[config.mk]
export PLATFORM = sky130hd
export DESIGN_NAME = fetch_unit
export DESIGN_NICKNAME = d
export VERILOG_FILES = /design/src/rtl/fetch_unit.sv
export SDC_FILE = /design/constraint.sdc
export NUM_CORES = 1
export LEC_CHECK = 0
export CAP_MARGIN = 20
export CORE_AREA = 5 5 92 94
export DETAILED_ROUTE_END_ITERATION = 8
export DIE_AREA = 0 0 97 99
export GPL_TIMING_DRIVEN = 0
export HOLD_SLACK_MARGIN = 0.1
export PLACE_DENSITY = 0.79
export SETUP_SLACK_MARGIN = 0.15
export SLEW_MARGIN = 40
export SYNTH_ARGS = -nofsm -noshare
export SYNTH_HDL_FRONTEND = slang
export SYNTH_SLANG_ARGS = --single-unit
[constraint.sdc]
create_clock -name clk -period 4.05 [get_ports clk]
set_clock_uncertainty 0.15 [all_clocks]
set_input_delay 1.0125 -clock clk [delete_from_list [all_inputs] [get_ports clk]]
set_output_delay 1.0125 -clock clk [all_outputs]
set_load 0.05 [all_outputs]
[src/rtl/fetch_unit.sv]
// Instruction fetch stage: PC generation, IF/ID pipeline register, branch redirect and halt.
// Optional redirect counter enabled by defining FETCH_REDIRECT_CNT_EN.
module fetch_unit #(
  parameter int PC_W = 9
) (
  input  logic            clk,
  input  logic            reset,
  input  logic            PcSel,
  input  logic [31:0]     BrPC,
  input  logic            stall,
  input  logic            flag_halt,
  input  logic [31:0]     Instr_in,
  output logic [PC_W-1:0] pc_out,
  output logic [PC_W-1:0] ifid_pc,
  output logic [31:0]     ifid_instr,
  output logic            ifid_valid,
  output logic            halted,
  output logic [15:0]     redirect_cnt
);

  typedef enum logic [1:0] {
    RUN    = 2'd0,
    BUBBLE = 2'd1,
    HALT   = 2'd2
  } state_t;

  localparam logic [31:0] NOP_INSTR = 32'h0000_0013;

  state_t          state;
  logic [PC_W-1:0] br_target;
  logic [PC_W-1:0] pc_inc;
  logic            unused_brpc;

  // Word-aligned target; upper BrPC bits beyond the PC width are discarded.
  assign br_target   = {BrPC[PC_W-1:2], 2'b00};
  assign pc_inc      = pc_out + PC_W'(4);
  assign unused_brpc = ^{BrPC[31:PC_W], BrPC[1:0]};

  // Priority inside RUN/BUBBLE: halt over redirect over stall over normal fetch.
  // NOTE: every state and output register uses non-blocking assignments so all
  // of them update together on the edge from the same pre-edge values.
  always_ff @(posedge clk or posedge reset) begin
    if (reset) begin
      state      <= RUN;
      pc_out     <= '0;
      ifid_pc    <= '0;
      ifid_instr <= NOP_INSTR;
      ifid_valid <= 1'b0;
      halted     <= 1'b0;
    end else begin
      case (state)
        RUN, BUBBLE: begin
          if (flag_halt) begin
            state      <= HALT;
            halted     <= 1'b1;
            ifid_valid <= 1'b0;
          end else if (PcSel) begin
            state      <= BUBBLE;
            pc_out     <= br_target;
            ifid_valid <= 1'b0;
          end else if (!stall) begin
            // A bubble lasts one cycle; the target fetch then lands in IF/ID.
            state      <= RUN;
            pc_out     <= pc_inc;
            ifid_pc    <= pc_out;
            ifid_instr <= Instr_in;
            ifid_valid <= 1'b1;
          end
        end
        HALT: begin
          halted     <= 1'b1;
          ifid_valid <= 1'b0;
        end
        default: begin
          state      <= RUN;
          ifid_valid <= 1'b0;
          halted     <= 1'b0;
        end
      endcase
    end
  end

`ifdef FETCH_REDIRECT_CNT_EN
  logic [15:0] cnt;
  logic        redirect_take;

  assign redirect_take = (state != HALT) && !flag_halt && PcSel;

  always_ff @(posedge clk or posedge reset) begin
    if (reset) begin
      cnt <= '0;
    end else if (redirect_take && (cnt != 16'hFFFF)) begin
      cnt <= cnt + 16'd1;
    end
  end

  assign redirect_cnt = cnt;
`else
  assign redirect_cnt = '0;
`endif

endmodule
==> metrics.md, run 1 <==
| Metric | Value |
|---|---|
| # IOs | 137 |
| GRT overflow | 0 |
| Crit end category | output pin |
| Crit Path Max Fanout | 2 |
| Post-synth EDFFs | 0 |
| Initial Util | 29.2% |
| Ys flop type | dfrtp_1 |
| Antenna viol nets, final | 0 |
| Worst Slack Setup Final | 1.26 ns |
| Async S/R FF share, synth | 100% |
| Flop-to-flop setup slack | 2.18 ns |
| Critical Path Slowest Stage Cell | clkdlybuf4s50_1 |
| CTS tree | yes |
| Largest net degree at the start of global routing | 35 |
| Die height | 99 µm |
| Layout cell share with drive strength beyond 1 | 25.0% |
| Clk slew on worst S/H paths | 0.09 ns |
| Global-route usage over all layers | 11.2% |
| First-pass DRT Iterations | 4 |
| R2R Path Start | state[1] |
| GRT busiest layer | met2 |
| Placeable core region | 0.00757 mm² |
| Via count | 1659 |
| CTS H-tree depth | 2 |
| Crit path kind | flop to output pin |
| Type of the worst min-delay path | flop to flop |
| CTS Hold Bufs | 0 |
| Resize count post-CTS | 0 |
| Pins Over Slew Limit | 0 |
| Syn Area/Cell | 13.1 µm² |
| Filler cells | 696 |
| Final period util | 69.0% |
| Cts bufs inserted | 5 |
| Final setup fails | 0 |
| WL/cell | 13.3 µm |
| Fin nets | 357 |
| Initial antenna violation count | 0 |
| R2R cell count | 5 |
| Power Dens Cells | 419 mW/mm² |
| Post-route DRC | 0 |
| Post-synthesis sequential area ratio | 56.7% |
| N_diodes | 0 |
| Vias per cell | 4.25 |
| Critical Path End | ifid_instr[4] |
| Critical path depth | 1 |
| Hold Vio Cnt, Final | 0 |
| Critical path arrival | 1.63 ns |
| Clock root cell | clkbuf_8 |
| Largest stage delay, worst path | 0.80 ns |
| Die area | 0.00960 mm² |
| Status | finished, final reports clean |
| Worst vdd ir | 0.000159 V |
| Global routing usage on met2 | 19.1% |
| Fin Setup TNS | 0 ns |
| CP Cell Sequence | clkdlybuf4s50_1 |
| Critical path buffers and inverters | 1 |
| CP Launch Type | flop |
| CTS sink cnt | 50 |
| CTS max path bufs | 2 |
| RR Endpoint | ifid_instr[21] |
| Iter 0 DRT Violations | 36 |
| Die W | 97 µm |
| Worst path top cell family by delay | buffers and inverters |
| RSZ-0062 raised after global routing | false |
| Synthesis-to-finish area growth | 55.3% |
| Worst slack at placement | 1.09 ns |
| Global routing usage on met3 | 3.82% |
| Syn Std Cell Area | 0.00221 mm² |
| Distinct cell type count after synthesis | 33 |
| YS warnings | 0 |
| Worst-Margin Slew | 0.525 ns |
| Max_slew headroom | 64.9% |
| Crit path time final | 2.79 ns |
| RD Place Congestion | 0.769 |
| Post-Route WL | 5.21 mm |
| Critical path startpoint | ifid_instr[4] |
| Post-CTS setup buffer count | 0 |
| Yosys reg bits | 50 |
| Syn Inst Count | 169 |
| F_max | 358 MHz |
| Vias in the first global route | 1805 |
| Detail Placement HPWL | 4.02 mm |
| Port-buffer cells | 91 |
| Worst-Skew Late Latency | 0.30 ns |
| MaxCap Viol Count | 0 |
| # rows | 32 |
| Global-route wire length before repair | 8.96 mm |
| Leakage | 1.57 nW |
| CP Data Required Time | 2.89 ns |
| Met1 usage | 13.5% |
## cells in the mapped netlist, types with 2 or more instances
master,instances,share of area [%]
a21oi_1,10,2.3
a31oi_1,2,0.57
and3_1,2,0.57
buf_2,2,0.45
buf_4,22,7.5
buf_6,2,1.0
dfrtp_1,47,53
dfstp_2,3,3.6
inv_1,4,0.68
mux2_1,10,5.1
mux2_2,29,15
mux2i_1,2,0.90
nand2_1,3,0.51
nand3_1,3,0.68
nor2_1,3,0.51
nor3_1,3,0.68
o21ai_0,6,1.4
## how the worst min path moves through the flow
stage | start | endpoint | slack (ns) | depth (start not counted)
final | ifid_instr[17] | ifid_instr[17] | 0.34 | 1
after floorplan | state[0] | halted | 0.30 | 1
after global routing | ifid_instr[17] | ifid_instr[17] | 0.35 | 1
after CTS | ifid_instr[17] | ifid_instr[17] | 0.35 | 1
after detailed placement | ifid_instr[17] | ifid_instr[17] | 0.33 | 1
after global placement | ifid_instr[21] | ifid_instr[21] | 0.32 | 1
## metrics by stage
stage          util (%)  instance area [µm²]  power (W)  hold slack, ns  cells
2_1_floorplan         -                 2280   0.000955           0.296    188
3_3_place_gp       43.9                 3320    0.00114           0.316    381
3_5_place_dp       44.2                 3350    0.00115           0.326    382
4_1_cts            45.4                 3440    0.00146           0.348    390
5_1_grt            45.4                 3440    0.00152           0.355    390
6_report           45.4                 3440    0.00144           0.340    390
## cell type report
type                    instances  area [µm²]  share of cell area (%)
plain buffers                  26         198                    5.75
clock inverters                 1        5.00                   0.146
multi-input cells             108         817                    23.8
flip-flops and latches         50        1250                    36.5
repair buffers                 92         931                    27.1
clock buffers                   7        86.3                    2.51
well taps                     102         128                    3.71
inverters                       4        17.5                   0.510
## cell families (layout without fill, tap and decap cells)
group | after synthesis | after routing | synth area share, %
fa+ha+maj | 1 | 1 | 0.565
mux | 41 | 41 | 20.7
other cells | 1 | 20 | 0.169
flops | 50 | 50 | 56.7
compound gates | 22 | 22 | 5.65
simple gates | 24 | 24 | 6.56
buf+inv | 30 | 130 | 9.61
## state kept, by name (all words and copies together), names as in the netlist
| name | count |
|---|---|
| ifid_pc | 7 |
| ifid_instr | 32 |
| ifid_valid | 1 |
| pc_out | 7 |
| halted | 1 |
| state | 2 |
## layer usage
| layer | up-vias | routed length [µm] | share of wire [%] |
|---|---|---|---|
| met5 | - | 0 | 0 |
| met4 | 0 | 36 | 0.69 |
| met3 | 5 | 389 | 7.5 |
| met2 | 64 | 2560 | 49 |
| met1 | 799 | 2210 | 43 |
| li1 | 791 | - | - |
## cell usage in the layout (no fill, tap or decap), drive strengths merged, types with 2 or more instances in the layout
cell           netlist  routed
o21ai                7       7
and3                 2       2
dfstp                3       3
mux2i                2       2
clkbuf               0       7
a31oi                2       2
dfrtp               47      47
nor2                 4       4
mux2                39      39
or2                  2       2
conb                 1      20
clkdlybuf4s50        0      91
buf                 26      27
nand2                3       3
nand3                3       3
a21oi               10      10
nor3                 4       4
inv                  4       4
## power breakdown
part           switching (W)  leakage, nW  internal [W]
Sequential         0.0000481        0.641      0.000562
Combinational       0.000333        0.879      0.000196
Clock               0.000163       0.0482      0.000138
Note: power is estimated with default switching activity, not from simulation.
==> run 2: changes to the inputs <==
- clock period: 4.05 -> 2.8 ns (I/O delays scaled with it)
==> results of run 2 <==
Same layout as run 1 (identical final DEF). Status: finished, final reports clean.
Main changes from that run: setup slack after placement 1.09 ns -> 0.151 ns; setup slack after layout 1.26 ns -> 0.318 ns; register-to-register setup slack 2.18 ns -> 0.93 ns; total power 0.00144 W -> 0.00208 W; worst IR drop on VDD 0.000159 V -> 0.000231 V
==> run 3: changes to the inputs <==
- CTS_CLUSTER_SIZE: default -> 16
==> results of run 3 <==
Same layout as run 1 (identical final DEF). Status: finished, final reports clean.
Main changes from that run: setup slack after placement 1.09 ns -> 0.151 ns; setup slack after layout 1.26 ns -> 0.318 ns; register-to-register setup slack 2.18 ns -> 0.93 ns; total power 0.00144 W -> 0.00208 W; worst IR drop on VDD 0.000159 V -> 0.000231 V
